**src/rtl/mips_pkg.sv**
```systemverilog
// Shared definitions for the instruction-memory boot loader.
//   load_state_e   : loader FSM states (header bytes, data bytes, finished)
//   HDR_BYTES      : length of the word-count header in bytes
//   BYTES_PER_WORD : bytes packed into one instruction word
//   word_byte_addr : byte address of the idx-th word above a base address
package mips_pkg;

  typedef enum logic [1:0] {
    HDR0 = 2'd0,
    HDR1 = 2'd1,
    DATA = 2'd2,
    DONE = 2'd3
  } load_state_e;

  localparam int HDR_BYTES      = 2;
  localparam int BYTES_PER_WORD = 4;
  localparam int WORD_BITS      = 8 * BYTES_PER_WORD;

  // Word index to byte address; the sum wraps modulo 2^32 by construction.
  function automatic logic [31:0] word_byte_addr(input logic [31:0] base,
                                                 input logic [16:0] idx);
    return base + {13'd0, idx, 2'b00};
  endfunction

endpackage

```
**src/rtl/imem_boot_loader_if.sv**
```systemverilog
// Bundle of the loader's byte-stream and instruction-memory signals.
//   rx_data/rx_valid/rx_ready : byte stream handshake from the byte source
//   start                     : restart pulse, honoured only once a load is done
//   imem_wr_en/addr/wdata     : instruction memory write port
//   cpu_reset/load_done/load_err : processor reset and load status
// master is the loader's view, slave is the byte source / memory / CPU side.
interface imem_boot_loader_if;

  logic [7:0]  rx_data;
  logic        rx_valid;
  logic        rx_ready;
  logic        start;
  logic        imem_wr_en;
  logic [31:0] imem_addr;
  logic [31:0] imem_wdata;
  logic        cpu_reset;
  logic        load_done;
  logic        load_err;

  modport master (
    input  rx_data, rx_valid, start,
    output rx_ready, imem_wr_en, imem_addr, imem_wdata,
           cpu_reset, load_done, load_err
  );

  modport slave (
    output rx_data, rx_valid, start,
    input  rx_ready, imem_wr_en, imem_addr, imem_wdata,
           cpu_reset, load_done, load_err
  );

endinterface

```
**src/rtl/imem_boot_loader_byte_word_packer.sv**
```systemverilog
// Packs accepted bytes into big-endian words.
//   clk, reset     : clock and asynchronous active-high reset
//   clear_i        : holds the byte index at zero (used outside the data phase)
//   byte_valid_i   : a byte is accepted this cycle
//   byte_i         : accepted byte
//   word_o         : word completed by the current byte (valid with word_valid_o)
//   word_valid_o   : the current byte is the last byte of a word
module byte_word_packer
  import mips_pkg::*;
(
  input  logic                 clk,
  input  logic                 reset,
  input  logic                 clear_i,
  input  logic                 byte_valid_i,
  input  logic [7:0]           byte_i,
  output logic [WORD_BITS-1:0] word_o,
  output logic                 word_valid_o
);

  localparam int IDX_W = $clog2(BYTES_PER_WORD);

  // Only the first three bytes of a word need storing; the fourth is
  // combined straight from the input when the word completes.
  logic [WORD_BITS-9:0] shift_q, shift_d;
  logic [IDX_W-1:0]     idx_q, idx_d;

  // Shift in each accepted byte below the previous ones so the first byte
  // of a word ends up in the top byte; the index wraps naturally 3 -> 0.
  always_comb begin
    shift_d = shift_q;
    idx_d   = idx_q;
    if (clear_i) begin
      idx_d = '0;
    end else if (byte_valid_i) begin
      shift_d = {shift_q[WORD_BITS-17:0], byte_i};
      idx_d   = idx_q + IDX_W'(1);
    end
  end

  // State register; reset discards any partially assembled word.
  always_ff @(posedge clk or posedge reset) begin
    if (reset) begin
      shift_q <= '0;
      idx_q   <= '0;
    end else begin
      shift_q <= shift_d;
      idx_q   <= idx_d;
    end
  end

  assign word_o       = {shift_q, byte_i};
  assign word_valid_o = byte_valid_i && !clear_i &&
                        (idx_q == IDX_W'(BYTES_PER_WORD - 1));

endmodule

```
**src/rtl/imem_boot_loader.sv**
```systemverilog
// Boot loader: receives a length-prefixed byte stream, writes the words into
// instruction memory and keeps the processor in reset until the load ends.
//   clk, reset : clock and asynchronous active-high reset
//   bus        : byte stream, memory write port and status (master modport)
// Parameters: DEPTH_WORDS (memory capacity in words), BASE_ADDR (first word).
module imem_boot_loader
  import mips_pkg::*;
#(
  parameter int          DEPTH_WORDS = 256,
  parameter logic [31:0] BASE_ADDR   = 32'h0000_0000
) (
  input  logic                clk,
  input  logic                reset,
  imem_boot_loader_if.master  bus
);

  load_state_e              state_q, state_d;
  logic [8*HDR_BYTES-1:0]   n_q, n_d;
  logic [16:0]              words_q, words_d;
  logic                     wr_en_q, wr_en_d;
  logic [31:0]              addr_q, addr_d;
  logic [31:0]              wdata_q, wdata_d;
  logic                     cpu_reset_q, cpu_reset_d;
  logic                     done_q, done_d;
  logic                     err_q, err_d;

  logic                     accept;
  logic [WORD_BITS-1:0]     word;
  logic                     word_valid;
  logic [8*HDR_BYTES-1:0]   n_next;
  logic                     last_word;
  logic                     in_range;

  assign bus.rx_ready = !reset && (state_q != DONE);
  assign accept       = bus.rx_valid && bus.rx_ready;
  assign n_next       = {n_q[8*HDR_BYTES-9:0], bus.rx_data};
  assign last_word    = (words_q + 17'd1) == {1'b0, n_q};
  assign in_range     = words_q < 17'(DEPTH_WORDS);

  byte_word_packer u_packer (
    .clk          (clk),
    .reset        (reset),
    .clear_i      (state_q != DATA),
    .byte_valid_i (accept),
    .byte_i       (bus.rx_data),
    .word_o       (word),
    .word_valid_o (word_valid)
  );

  // Next-state and output logic. Header bytes are shifted into N most
  // significant byte first. A completed word is written only while it fits
  // in memory; beyond that it is still counted so the stream is consumed to
  // its end, and the overflow flag is raised. In DONE the processor is
  // released one cycle after entering, so the final write lands first.
  always_comb begin
    state_d     = state_q;
    n_d         = n_q;
    words_d     = words_q;
    wr_en_d     = 1'b0;
    addr_d      = addr_q;
    wdata_d     = wdata_q;
    cpu_reset_d = cpu_reset_q;
    done_d      = done_q;
    err_d       = err_q;
    case (state_q)
      HDR0: begin
        if (accept) begin
          n_d     = n_next;
          state_d = HDR1;
        end
      end
      HDR1: begin
        if (accept) begin
          n_d     = n_next;
          words_d = '0;
          state_d = (n_next == '0) ? DONE : DATA;
        end
      end
      DATA: begin
        if (word_valid) begin
          if (in_range) begin
            wr_en_d = 1'b1;
            wdata_d = word;
            addr_d  = word_byte_addr(BASE_ADDR, words_q);
          end else begin
            err_d = 1'b1;
          end
          words_d = words_q + 17'd1;
          if (last_word) begin
            state_d = DONE;
          end
        end
      end
      DONE: begin
        if (bus.start) begin
          state_d     = HDR0;
          cpu_reset_d = 1'b1;
          done_d      = 1'b0;
          err_d       = 1'b0;
          addr_d      = BASE_ADDR;
        end else begin
          cpu_reset_d = 1'b0;
          done_d      = 1'b1;
        end
      end
      default: state_d = HDR0;
    endcase
  end

  // State and output registers.
  always_ff @(posedge clk or posedge reset) begin
    if (reset) begin
      state_q     <= HDR0;
      n_q         <= '0;
      words_q     <= '0;
      wr_en_q     <= 1'b0;
      addr_q      <= BASE_ADDR;
      wdata_q     <= '0;
      cpu_reset_q <= 1'b1;
      done_q      <= 1'b0;
      err_q       <= 1'b0;
    end else begin
      state_q     <= state_d;
      n_q         <= n_d;
      words_q     <= words_d;
      wr_en_q     <= wr_en_d;
      addr_q      <= addr_d;
      wdata_q     <= wdata_d;
      cpu_reset_q <= cpu_reset_d;
      done_q      <= done_d;
      err_q       <= err_d;
    end
  end

  assign bus.imem_wr_en = wr_en_q;
  assign bus.imem_addr  = addr_q;
  assign bus.imem_wdata = wdata_q;
  assign bus.cpu_reset  = cpu_reset_q;
  assign bus.load_done  = done_q;
  assign bus.load_err   = err_q;

endmodule

```
**src/flat_wrapper.sv**
```systemverilog
// flat-port wrapper written by rule: the top's interface ports become plain ports
module imem_boot_loader_flat import mips_pkg::*;
#(
  parameter int          DEPTH_WORDS = 256,
  parameter logic [31:0] BASE_ADDR   = 32'h0000_0000
)
  (clk, reset, bus_rx_data, bus_rx_valid, bus_start, bus_rx_ready, bus_imem_wr_en, bus_imem_addr, bus_imem_wdata, bus_cpu_reset, bus_load_done, bus_load_err);
  imem_boot_loader_if bus_i ();
  input  logic clk;
  input  logic reset;
  input wire logic [$bits(bus_i.rx_data)-1:0] bus_rx_data;
  input wire logic [$bits(bus_i.rx_valid)-1:0] bus_rx_valid;
  input wire logic [$bits(bus_i.start)-1:0] bus_start;
  output wire logic [$bits(bus_i.rx_ready)-1:0] bus_rx_ready;
  output wire logic [$bits(bus_i.imem_wr_en)-1:0] bus_imem_wr_en;
  output wire logic [$bits(bus_i.imem_addr)-1:0] bus_imem_addr;
  output wire logic [$bits(bus_i.imem_wdata)-1:0] bus_imem_wdata;
  output wire logic [$bits(bus_i.cpu_reset)-1:0] bus_cpu_reset;
  output wire logic [$bits(bus_i.load_done)-1:0] bus_load_done;
  output wire logic [$bits(bus_i.load_err)-1:0] bus_load_err;
  assign bus_i.rx_data = bus_rx_data;
  assign bus_i.rx_valid = bus_rx_valid;
  assign bus_i.start = bus_start;
  assign bus_rx_ready = bus_i.rx_ready;
  assign bus_imem_wr_en = bus_i.imem_wr_en;
  assign bus_imem_addr = bus_i.imem_addr;
  assign bus_imem_wdata = bus_i.imem_wdata;
  assign bus_cpu_reset = bus_i.cpu_reset;
  assign bus_load_done = bus_i.load_done;
  assign bus_load_err = bus_i.load_err;
  imem_boot_loader #(.DEPTH_WORDS(DEPTH_WORDS), .BASE_ADDR(BASE_ADDR)) u_core (.clk(clk), .reset(reset), .bus(bus_i));
endmodule
```
**config.mk**
```make
export PLATFORM = sky130hd
export DESIGN_NAME = imem_boot_loader_flat
export DESIGN_NICKNAME = d
export VERILOG_FILES = /design/src/rtl/mips_pkg.sv /design/src/rtl/imem_boot_loader_if.sv /design/src/rtl/imem_boot_loader_byte_word_packer.sv /design/src/rtl/imem_boot_loader.sv /design/src/flat_wrapper.sv
export SDC_FILE = /design/constraint.sdc
export NUM_CORES = 1
export LEC_CHECK = 0
export ABC_AREA = 0
export CAP_MARGIN = 15
export CORE_ASPECT_RATIO = 0.6
export CORE_UTILIZATION = 50
export DETAILED_ROUTE_END_ITERATION = 10
export PLACE_DENSITY_LB_ADDON = 0.3
export SLEW_MARGIN = 20
export SYNTH_ARGS = -nofsm -noshare
export SYNTH_HDL_FRONTEND = slang
export SYNTH_SLANG_ARGS = --single-unit
```
**constraint.sdc**
```tcl
create_clock -name clk -period 4.2 [get_ports clk]
set_input_delay 0.84 -clock clk [delete_from_list [all_inputs] [get_ports clk]]
set_output_delay 0.84 -clock clk [all_outputs]
set_load 0.03 [all_outputs]
```
==> summary.txt, run 1 <==
number of search-and-repair iterations in the first detailed-routing pass: 5
Hold Path Stages: 2
worst-case clock skew: 8.67 ps
Longest Clk Path Bufs: 2
portion of synthesized cell area occupied by the leading cell type: 53.2%
dpl cell area: 0.00605 mm²
Pwr Density: 561 mW/mm²
DRC errors left: 0
initial core utilization: 52.6%
fraction of layout instances using a drive strength above 1: 24.2%
count of buffering cells on the critical path with inverters included: 2
FFs w/ async S/R, synth: 100%
reg2reg end: u_core.state_q[1]
pin count of the biggest net entering global routing: 59
instance count on the critical path: 3
ordered cell list for the critical path: clkdlybuf4s50_1 -> nor2_1 -> clkdlybuf4s50_1
number of nets with antenna violations after routing: 0
standard cell with the maximum stage delay on the critical path: sky130_fd_sc_hd__clkdlybuf4s50_1
clk root buf: sky130_fd_sc_hd__clkbuf_16
startpoint class of the critical path: primary input
detailed-route wire length per cell: 17.5 µm
endpoint type of the worst setup path: output port
count of boundary I/O pins: 81
arrival time reported for the critical path endpoint: 2280 ps
Die Area: 0.0111 mm²
final standard cell area without fillers: 0.00665 mm²
first-pass GRT wire length: 18,400 µm
DRC violation total after the first TritonRoute iteration: 270
antenna violations before repair: 0
final critical-path share of the clock period: 74.4%
family with the most delay on the worst path: buffers and inverters
Final Setup Violations: 0
Min-Delay Path Class: flip-flop to flip-flop
slowest stage delay, CP: 720 ps
final wirelength: 11,700 µm
post-synth design cell area: 0.00531 mm²
I/O Buffers: 65
most prevalent standard cell on the critical path: sky130_fd_sc_hd__clkdlybuf4s50_1
Chip Width: 135 µm
count of cell types in the netlist: 53
overall fraction of global-route tracks in use: 22.7%
count of hold-fix buffers inserted at cts: 0
total clock buffers created by CTS: 17
normalized max-slew margin: 35.7%
Worst IR Drop VDD: 0.369 mV
worst reg2reg path startpoint: u_core.words_q[0]
worst hold slack across all endpoints: 466 ps
latest clock arrival within the worst-skew pair: 410 ps
maximum clock frequency: 320 MHz
min Tclk post-route: 3120 ps
core area: 0.0101 mm²
synthesized instance count: 457
number of storage elements in the synthesis netlist: 114
number of global-route vias before repair: 3,431
result of the run: finished clean
final-layout fill cell count: 735
RSZ-0062 raised after global routing: no
number of max-cap violations: 0
post-detailed-placement half-perimeter wirelength: 8040 µm
largest cells by area after synthesis: sky130_fd_sc_hd__dfrtp_1, sky130_fd_sc_hd__mux2_2, sky130_fd_sc_hd__nand2_1, sky130_fd_sc_hd__xnor2_1, sky130_fd_sc_hd__o21ai_0
Avg Cell Area, Syn: 11.6 µm²
Rows: 28
leakage component of the power: 0.00293 µW
crit path kind: primary input to output port
number of antenna diodes: 0
Yosys warnings: 0
total negative slack: 0 ps
number of synthesized flops with an enable pin: 0
worst reg-to-reg setup slack: 1100 ps
CTS tree: done
vias post-DR: 3,726
total gr overflow: 0
Final Max Tran Viols: 0
Via density: 5.57
sequential share of the synthesized area: 53.7%
H-Tree Level Count: 4
clock transition at the register clock pins on the worst setup and hold paths after CTS: 50 ps
slew at the pin with the worst max-slew slack: 958 ps
largest driver fanout on the critical path: 4
CTS Sinks: 114
placer congestion estimate: 0.888
number of cells on the worst reg-to-reg path: 9
hold_sp: u_core.bus.imem_addr[4]
required time at the worst-slack endpoint: 3360 ps
die boundary height: 81.8 µm
synthesis-to-finish area growth: 25.3%
number of buffers added for setup after CTS: 0
post-synthesis cell type with the largest combined area: sky130_fd_sc_hd__dfrtp_1
hold-critical path endpoint: u_core.bus.imem_addr[4]
primary flip-flop cell chosen by synthesis mapping: sky130_fd_sc_hd__dfrtp_1
number of hold violations in the final report: 0
net count of the finished layout: 541
Resized cells post-CTS: 0
worst max-delay path by stage:
stage	startpoint	end	slack, ps
2_1_floorplan	reset	u_core.bus.imem_addr[10]	350
3_3_place_gp	reset	u_core.bus.imem_addr[10]	1060
3_5_place_dp	reset	u_core.bus.imem_addr[12]	960
4_1_cts	reset	bus_rx_ready	1080
5_1_grt	u_core.words_q[0]	u_core.state_q[1]	970
6_report	reset	bus_rx_ready	1080
per-layer routing:
metal	share of wire (%)	vias up	routed length, µm	GRT usage [%]
met3	6.4	18	750	6.30
met1	49	1843	5740	32.9
met4	1.3	0	157	9.66
met5	0	-	0	0
met2	43	146	5090	31.9
li1	-	1719	-	-
layout by cell type, fill, tap and decap left out, types with 3 or more instances in the layout:
cell / synthesis / final
sky130_fd_sc_hd__a21oi_1: 7 / 7
sky130_fd_sc_hd__a31oi_1: 3 / 3
sky130_fd_sc_hd__and2_1: 11 / 11
sky130_fd_sc_hd__buf_4: 17 / 4
sky130_fd_sc_hd__bufinv_16: 0 / 3
sky130_fd_sc_hd__clkbuf_16: 0 / 17
sky130_fd_sc_hd__clkbuf_8: 0 / 3
sky130_fd_sc_hd__clkdlybuf4s50_1: 0 / 65
sky130_fd_sc_hd__clkinv_2: 0 / 4
sky130_fd_sc_hd__conb_1: 1 / 15
sky130_fd_sc_hd__dfrtp_1: 113 / 113
sky130_fd_sc_hd__ha_1: 6 / 6
sky130_fd_sc_hd__inv_1: 9 / 8
sky130_fd_sc_hd__mux2_2: 74 / 74
sky130_fd_sc_hd__nand2_1: 40 / 40
sky130_fd_sc_hd__nand2b_1: 3 / 3
sky130_fd_sc_hd__nand3_1: 9 / 9
sky130_fd_sc_hd__nand3b_1: 9 / 9
sky130_fd_sc_hd__nand4_1: 7 / 7
sky130_fd_sc_hd__nor2_1: 25 / 23
sky130_fd_sc_hd__nor3_1: 6 / 6
sky130_fd_sc_hd__nor4_1: 6 / 6
sky130_fd_sc_hd__nor4_2: 3 / 3
sky130_fd_sc_hd__o21a_1: 3 / 3
sky130_fd_sc_hd__o21ai_0: 26 / 26
sky130_fd_sc_hd__o31ai_1: 5 / 5
sky130_fd_sc_hd__xnor2_1: 15 / 15
sky130_fd_sc_hd__xor2_1: 5 / 5
synthesized netlist by cell type (2+ instances only):
cell type and instances:
sky130_fd_sc_hd__a21o_1 2, sky130_fd_sc_hd__a21oi_1 7, sky130_fd_sc_hd__a221oi_1 2, sky130_fd_sc_hd__a31oi_1 3, sky130_fd_sc_hd__and2_1 11, sky130_fd_sc_hd__buf_2 6
sky130_fd_sc_hd__buf_4 17, sky130_fd_sc_hd__clkbuf_1 15, sky130_fd_sc_hd__dfrtp_1 113, sky130_fd_sc_hd__ha_1 6, sky130_fd_sc_hd__inv_1 9, sky130_fd_sc_hd__mux2_2 74
sky130_fd_sc_hd__nand2_1 40, sky130_fd_sc_hd__nand2b_1 3, sky130_fd_sc_hd__nand3_1 9, sky130_fd_sc_hd__nand3_2 2, sky130_fd_sc_hd__nand3b_1 9, sky130_fd_sc_hd__nand4_1 7
sky130_fd_sc_hd__nor2_1 25, sky130_fd_sc_hd__nor2b_1 2, sky130_fd_sc_hd__nor3_1 6, sky130_fd_sc_hd__nor4_1 6, sky130_fd_sc_hd__nor4_2 3, sky130_fd_sc_hd__o211ai_1 2
sky130_fd_sc_hd__o21a_1 3, sky130_fd_sc_hd__o21ai_0 26, sky130_fd_sc_hd__o31ai_1 5, sky130_fd_sc_hd__xnor2_1 15, sky130_fd_sc_hd__xor2_1 5
sequential cells by signal, summed over array words and instances, names as in the netlist, 2 cells and up:
register                 count
u_core.u_packer.idx_q        2
u_core.state_q               2
u_core.bus.imem_wdata       32
u_core.words_q              17
u_core.n_q                  16
u_core.u_packer.shift_q     24
u_core.bus.imem_addr        17
tightest hold or removal path: cells and delay by family, from the launching register on:
family	cells	cell delay (ps)
and+or+nand+nor	2	100
DFF	1	340
kinds of logic after synthesis:
kind of cell | count (synthesis) | synth area share (%)
and+or+nand+nor | 131 | 13.1
DFF | 114 | 53.7
muxes | 76 | 16.2
AOI/OAI and AO/OA | 62 | 7.54
buffers and inverters | 47 | 4.66
xor gates and xnor gates | 20 | 3.30
adders and majority gates | 6 | 1.41
other | 1 | 0.0706
where the power goes:
group	internal, µW	switching [µW]
Combinational	389	366
Clock	968	492
Sequential	1310	203
through the flow:
| stage | util (%) | power (µW) | instances | setup slack [ps] |
|---|---|---|---|---|
| 6_report | 65.9 | 3730 | 669 | 1080 |
| 5_1_grt | 65.9 | 3880 | 669 | 969 |
| 4_1_cts | 65.9 | 3750 | 669 | 1080 |
| 3_5_place_dp | 60.0 | 2270 | 639 | 958 |
| 3_3_place_gp | 60.0 | 2230 | 639 | 1060 |
| 2_1_floorplan | - | 2060 | 471 | 346 |
area by class of cell:
class | instances | area [µm²] | area share, %
clock inverters | 10 | 134 | 2.01
multi-input cells | 310 | 2270 | 34.2
clock buffers | 20 | 467 | 7.02
repair buffers | 71 | 721 | 10.8
inverters | 9 | 36.3 | 0.545
well taps | 135 | 169 | 2.54
flip-flops and latches | 114 | 2850 | 42.9
(Power assumes the default switching activity.)
==> inputs of run 2 (changes only) <==
--- a/config.mk
+++ b/config.mk
@@ -8,7 +8,7 @@
 export ABC_AREA = 0
 export CAP_MARGIN = 15
 export CORE_ASPECT_RATIO = 0.6
-export CORE_UTILIZATION = 50
+export CORE_UTILIZATION = 49
 export DETAILED_ROUTE_END_ITERATION = 10
 export PLACE_DENSITY_LB_ADDON = 0.3
 export SLEW_MARGIN = 20
==> constraint.sdc (replaced) <==
create_clock -name clk -period 2.7 [get_ports clk]
set_input_delay 0.54 -clock clk [delete_from_list [all_inputs] [get_ports clk]]
set_output_delay 0.54 -clock clk [all_outputs]
set_load 0.03 [all_outputs]
==> run 2 against run 1 <==
Against the previous run:
- setup slack got worse by 940 ps
- largest power group is now clock
- design area up 4.4%
- sequential share of layout area down 1.7 points
- largest cell class unchanged
- first-iteration DRC count decreased by 17%
- clock skew fell by 2.6 ps
- register-to-register slack worse by 940 ps
==> summary.txt, run 2 (synthesis gave the netlist of run 1 again) <==
startpoint class of the critical path: flip-flop
largest driver fanout on the critical path: 4 (unchanged)
worst-case clock skew: 6.04 ps (-2.63 ps)
endpoint type of the worst setup path: output port
first-pass GRT wire length: 18,700 µm (+1.7%)
DRC errors left: 0 (unchanged)
overall power consumption: 5990 µW (+60%)
final standard cell area without fillers: 0.00694 mm² (+4.4%)
Longest Clk Path Bufs: 2 (unchanged)
number of max-cap violations: 0 (unchanged)
synthesis-to-finish area growth: 30.7%
Final Setup Violations: 0 (unchanged)
Cells after DPL: 664 (+3.9%)
worst hold slack across all endpoints: 473 ps (+6.66 ps)
Worst IR Drop VDD: 0.615 mV (+67%)
result of the run: finished clean
H-Tree Level Count: 4 (unchanged)
initial core utilization: 50.3% (-2.3 points)
Final Max Tran Viols: 0 (unchanged)
overall fraction of global-route tracks in use: 22.9% (+0.18 points)
min Tclk post-route: 2570 ps
RSZ-0062 raised after global routing: no
count of boundary I/O pins: 81 (unchanged)
Via density: 5.42 (-2.6%)
die boundary height: 82.6 µm (+0.99%)
Pwr Density: 862 mW/mm² (+54%)
Rows: 29 (+3.6%)
number of buffers added for setup after CTS: 0 (unchanged)
net count of the finished layout: 562 (+3.9%)
number of nets with antenna violations after routing: 0 (unchanged)
final critical-path share of the clock period: 95.0%
fraction of layout instances using a drive strength above 1: 28.5% (+4.4 points)
total gr overflow: 0 (unchanged)
post-detailed-placement half-perimeter wirelength: 8460 µm (+5.3%)
post-route non-filler standard cell count: 696 (+4.0%)
number of search-and-repair iterations in the first detailed-routing pass: 5 (unchanged)
vias post-DR: 3,774 (+1.3%)
CTS Sinks: 114 (unchanged)
final-layout fill cell count: 788 (+7.2%)
arrival time reported for the critical path endpoint: 2030 ps (-250 ps)
crit path kind: flip-flop to output port
DRC violation total after the first TritonRoute iteration: 223 (-17%)
number of global-route vias before repair: 3,491 (+1.7%)
slew at the pin with the worst max-slew slack: 952 ps (-6.62 ps)
commonest cells after routing, fill and taps aside: sky130_fd_sc_hd__dfrtp_1, sky130_fd_sc_hd__mux2_2, sky130_fd_sc_hd__clkdlybuf4s50_1
pre-CTS WS: -44.5 ps (-1000 ps)
maximum clock frequency: 390 MHz
clk root buf: sky130_fd_sc_hd__clkbuf_16
Setup WS post-layout: 135 ps (-942 ps)
total clock buffers created by CTS: 17 (unchanged)
final wirelength: 12,100 µm (+3.4%)
core area: 0.0106 mm² (+4.7%)
dpl cell area: 0.00624 mm² (+3.2%)
Chip Width: 136 µm (+1.0%)
latest clock arrival within the worst-skew pair: 410 ps (about the same)
count of hold-fix buffers inserted at cts: 0 (unchanged)
number of flip-flops in the largest register: 32 (unchanged)
detailed-route wire length per cell: 17.4 µm (-0.58%)
CTS tree: done
number of antenna diodes: 0 (unchanged)
required time at the worst-slack endpoint: 2160 ps (-1200 ps)
leading cell type in the layout, fill and taps excluded: sky130_fd_sc_hd__dfrtp_1
Die Area: 0.0113 mm² (+2.0%)
antenna violations before repair: 0 (unchanged)
number of hold violations in the final report: 0 (unchanged)
leakage component of the power: 0.00308 µW (+5.0%)
placer congestion estimate: 0.916 (+3.1%)
Min-Delay Path Class: flip-flop to flip-flop
normalized max-slew margin: 36.1% (+0.44 points)
clock transition at the register clock pins on the worst setup and hold paths after CTS: 60 ps (about the same)
I/O Buffers: 65 (unchanged)
pin count of the biggest net entering global routing: 49 (-17%)
[run 2: cell types whose count changed in the layout (fill, tap and decap cells not counted), sizes merged]
cell	change
buf	+21
clkinv	+3
clkbuf	-2
bufinv	+1
[run 2: per-stage QoR]
step,util [%],TNS [ps]
2_1_floorplan,-,0
3_3_place_gp,59.1,0
3_5_place_dp,59.1,-69.6
4_1_cts,65.2,0
5_1_grt,65.8,0
6_report,65.8,0
[run 2: worst paths after layout]
path,slack [ps],from,to,depth (start not counted)
max,130,u_core.state_q[0],bus_rx_ready,4
min,470,u_core.bus.imem_addr[5],u_core.bus.imem_addr[5],2
max reg2reg,160,u_core.words_q[7],u_core.state_q[1],8
min reg2reg,470,u_core.bus.imem_addr[5],u_core.bus.imem_addr[5],2
max in group asynchronous,1310,reset,u_core.bus.imem_wdata[3],4
min in group asynchronous,750,reset,u_core.state_q[0],3
[run 2: cell type report]
class / count / area (µm²) / share of cell area [%]
Sequential cell: 114 / 2860 / 41.2
Inverter: 9 / 37.5 / 0.541
Clock buffer: 18 / 429 / 6.18
Clock inverter: 14 / 206 / 2.97
Timing Repair Buffer: 92 / 903 / 13.0
Multi-Input combinational cell: 310 / 2330 / 33.6
Tap cell: 139 / 174 / 2.50
[run 2: repair_timing]
action | 4_1_cts | 5_1_grt
pin swaps | 0 | 1
hold endpoints to repair | 0 | 0
endpoints found under the setup margin | 2 | 2
resized for setup | 1 | 12
[run 2: layer usage]
| metal | vias to the layer above | GRT usage, % | share of wire (%) |
|---|---|---|---|
| met5 | - | 0 | 0 |
| met4 | 0 | 10.0 | 1.6 |
| met3 | 19 | 6.11 | 6.1 |
| met2 | 122 | 32.3 | 43 |
| met1 | 1873 | 33.0 | 49 |
| li1 | 1760 | - | - |
[run 2: critical path, cell delays in order (launching register included)]
cell and delay, ps:
sky130_fd_sc_hd__dfrtp_1 420, sky130_fd_sc_hd__ha_1 250, sky130_fd_sc_hd__nor2_2 130, sky130_fd_sc_hd__buf_4 130
sky130_fd_sc_hd__clkdlybuf4s50_1 690
[run 2: report_power, final]
part / switching, µW / leakage [µW] / total (µW) / internal [µW]
logic: 586 / 0.00126 / 1250 / 659
clock network: 830 / 0.000305 / 2390 / 1560
registers: 313 / 0.00151 / 2360 / 2040
total: 1730 / 0.00308 / 5990 / 4260
==> inputs of run 3 (changes only) <==
--- a/config.mk
+++ b/config.mk
@@ -10,7 +10,7 @@
 export CORE_ASPECT_RATIO = 0.6
 export CORE_UTILIZATION = 49
 export DETAILED_ROUTE_END_ITERATION = 10
-export PLACE_DENSITY_LB_ADDON = 0.3
+export PLACE_DENSITY = 0.81
 export SLEW_MARGIN = 20
 export SYNTH_ARGS = -nofsm -noshare
 export SYNTH_HDL_FRONTEND = slang
==> run 3 against run 2 <==
Against the previous run:
- clock power down 14%
- combinational power about the same
- cell count up 0.29%
- critical endpoint is now u_core.state_q[1]
- register-to-register slack worse by 110 ps
- critical path depth up 4
- sequential power about the same
- largest power group is now sequential cells
- total power down 5.1%
- largest cell class unchanged
==> summary.txt, run 3 (synthesis gave the netlist of run 1 again) <==
antenna violations before repair: 0 (unchanged)
count of buffering cells on the critical path with inverters included: 1 (-1)
final-layout fill cell count: 755 (-4.2%)
Final Setup Violations: 0 (unchanged)
hold-critical path endpoint: u_core.bus.imem_addr[6]
Die Area: 0.0113 mm² (unchanged)
core area: 0.0106 mm² (unchanged)
die boundary height: 82.6 µm (unchanged)
latest clock arrival within the worst-skew pair: 400 ps (about the same)
crit path kind: flip-flop to flip-flop
detailed-route wire length per cell: 17.4 µm (-0.20%)
final wirelength: 12,200 µm (about the same)
Hold Path Stages: 2 (unchanged)
hold_sp: u_core.bus.imem_addr[6]
overall fraction of global-route tracks in use: 22.7% (-0.17 points)
worst reg2reg path startpoint: u_core.words_q[7]
fraction of power consumed by combinational cells: 22.3% (+1.5 points)
leading cell type in the layout, fill and taps excluded: sky130_fd_sc_hd__dfrtp_1
Worst IR Drop VDD: 0.565 mV (-8.1%)
arrival time reported for the critical path endpoint: 2940 ps (+910 ps)
worst hold slack across all endpoints: 472 ps (-0.453 ps)
fraction of power consumed by the clock network: 36.1% (-3.8 points)
first-pass GRT wire length: 19,000 µm (+1.6%)
number of max-cap violations: 0 (unchanged)
maximum clock frequency: 377 MHz (-3.2%)
Internal Pwr Total: 4040 µW (-5.2%)
min Tclk post-route: 2650 ps (+84.3 ps)
number of antenna diodes: 0 (unchanged)
pre-CTS WS: -71.3 ps (-26.7 ps)
number of hold violations in the final report: 0 (unchanged)
I/O Buffers: 65 (unchanged)
worst reg-to-reg setup slack: 50 ps (-110 ps)
leakage component of the power: 0.00305 µW (-0.83%)
Pwr Density: 826 mW/mm² (-4.2%)
number of search-and-repair iterations in the first detailed-routing pass: 4 (-1)
slew at the pin with the worst max-slew slack: 947 ps (-5.28 ps)
pin count of the biggest net entering global routing: 61 (+24%)
number of nets with antenna violations after routing: 0 (unchanged)
total negative slack: 0 ps (unchanged)
vias post-DR: 3,839 (+1.7%)
Rows: 29 (unchanged)
CTS Sinks: 114 (unchanged)
total clock buffers created by CTS: 17 (unchanged)
family with the most delay on the worst path: simple AND/OR/NAND/NOR gates
switching part of the total power: 28.9% (+0.054 points)
result of the run: finished clean
slowest stage delay, CP: 530 ps (-160 ps)
H-Tree Level Count: 4 (unchanged)
commonest cells after routing, fill and taps aside: sky130_fd_sc_hd__dfrtp_1, sky130_fd_sc_hd__mux2_2, sky130_fd_sc_hd__clkdlybuf4s50_1
Longest Clk Path Bufs: 2 (unchanged)
Min-Delay Path Class: flip-flop to flip-flop
synthesis-to-finish area growth: 29.5%
number of flip-flops in the largest register: 32 (unchanged)
Setup WS post-layout: 50.6 ps (-84.3 ps)
clock transition at the register clock pins on the worst setup and hold paths after CTS: 50 ps (about the same)
startpoint class of the critical path: flip-flop
total gr overflow: 0 (unchanged)
DRC errors left: 0 (unchanged)
endpoint type of the worst setup path: flip-flop
required time at the worst-slack endpoint: 2990 ps (+830 ps)
Final Max Tran Viols: 0 (unchanged)
standard cell with the maximum stage delay on the critical path: sky130_fd_sc_hd__or4_4
FF+latch area: 0.00286 mm² (about the same)
ordered cell list for the critical path: buf_4 -> xor2_1 -> or4_4 -> a221oi_2 -> nand4_1 -> nor4_4 -> o21ai_2 -> mux2_4
count of boundary I/O pins: 81 (unchanged)
number of cells on the worst reg-to-reg path: 8 (unchanged)
largest driver fanout on the critical path: 6 (+2)
reg2reg end: u_core.state_q[1]
final critical-path share of the clock period: 98.1% (+3.1 points)
placer congestion estimate: 0.884 (-3.5%)
CTS tree: done
sw power: 1640 µW (-5.0%)
DRC violation total after the first TritonRoute iteration: 245 (+9.9%)
number of global-route vias before repair: 3,634 (+4.1%)
total area of multi-input combinational cells: 0.00233 mm² (-0.16%)
worst-case clock skew: 7.95 ps (+1.91 ps)
clk root buf: sky130_fd_sc_hd__clkbuf_16
normalized max-slew margin: 36.5% (+0.35 points)
post-detailed-placement half-perimeter wirelength: 8300 µm (-2.0%)
fraction of layout instances using a drive strength above 1: 29.2% (+0.61 points)
Via density: 5.50 (+1.4%)
Chip Width: 136 µm (unchanged)
initial core utilization: 50.3% (unchanged)
net count of the finished layout: 568 (+1.1%)
Flop pwr share: 41.6% (+2.3 points)
## run 3: layer usage
layer  track usage [%]  vias to the layer above  part of all wire (%)
li1                  -                     1773                     -
met1              32.2                     1902                    48
met2              32.4                      146                    44
met3              7.08                       18                   6.8
met4              8.67                        0                   1.4
met5                 0                        -                     0
## run 3: worst max path at each step
stage	startpoint	to	depth (start not counted)
2_1_floorplan	u_core.words_q[0]	u_core.state_q[1]	9
3_3_place_gp	u_core.words_q[0]	u_core.state_q[1]	9
3_5_place_dp	u_core.words_q[0]	u_core.state_q[1]	9
4_1_cts	u_core.words_q[0]	u_core.state_q[1]	10
5_1_grt	u_core.words_q[7]	u_core.state_q[1]	8
6_report	u_core.words_q[7]	u_core.state_q[1]	8
## run 3: power groups by stage
stage	registers [µW]	logic (µW)	clock network, µW
2_1_floorplan	2290	917	0
3_3_place_gp	2340	1170	0
3_5_place_dp	2370	1230	0
4_1_cts	2350	1250	2080
5_1_grt	2410	1380	2160
6_report	2360	1270	2050
## run 3: tightest hold or removal path, cell delays in order, from the launching register on
cell	delay [ps]
sky130_fd_sc_hd__dfrtp_1	340
sky130_fd_sc_hd__nand2_1	50
sky130_fd_sc_hd__nand2_1	50
## run 3: area by class of cell
class / count / share of cell area (%)
tap: 139 / 2.53
clock buffer: 22 / 7.04
clock inverter: 6 / 0.837
timing repair buffer: 98 / 13.6
multi-input combinational: 310 / 33.9
inverter: 9 / 0.546
sequential: 114 / 41.5
## run 3: per-stage QoR
stage          area, µm²  instances  power, µW  utilization, %
3_5_place_dp        6280        670       3600            59.4
5_1_grt             6880        698       5950            65.1
3_3_place_gp        6280        670       3510            59.4
4_1_cts             6830        698       5680            64.7
2_1_floorplan       5370        471       3210               -
6_report            6880        698       5680            65.1
## run 3: what timing repair did
action                                  CTS  global route
pin swaps                                 1             7
endpoints found under the hold margin     0             0
hold buffers                              0             0
gates resized for setup                   4             8
endpoints found under the setup margin    2             2
buffers inserted                          0             1
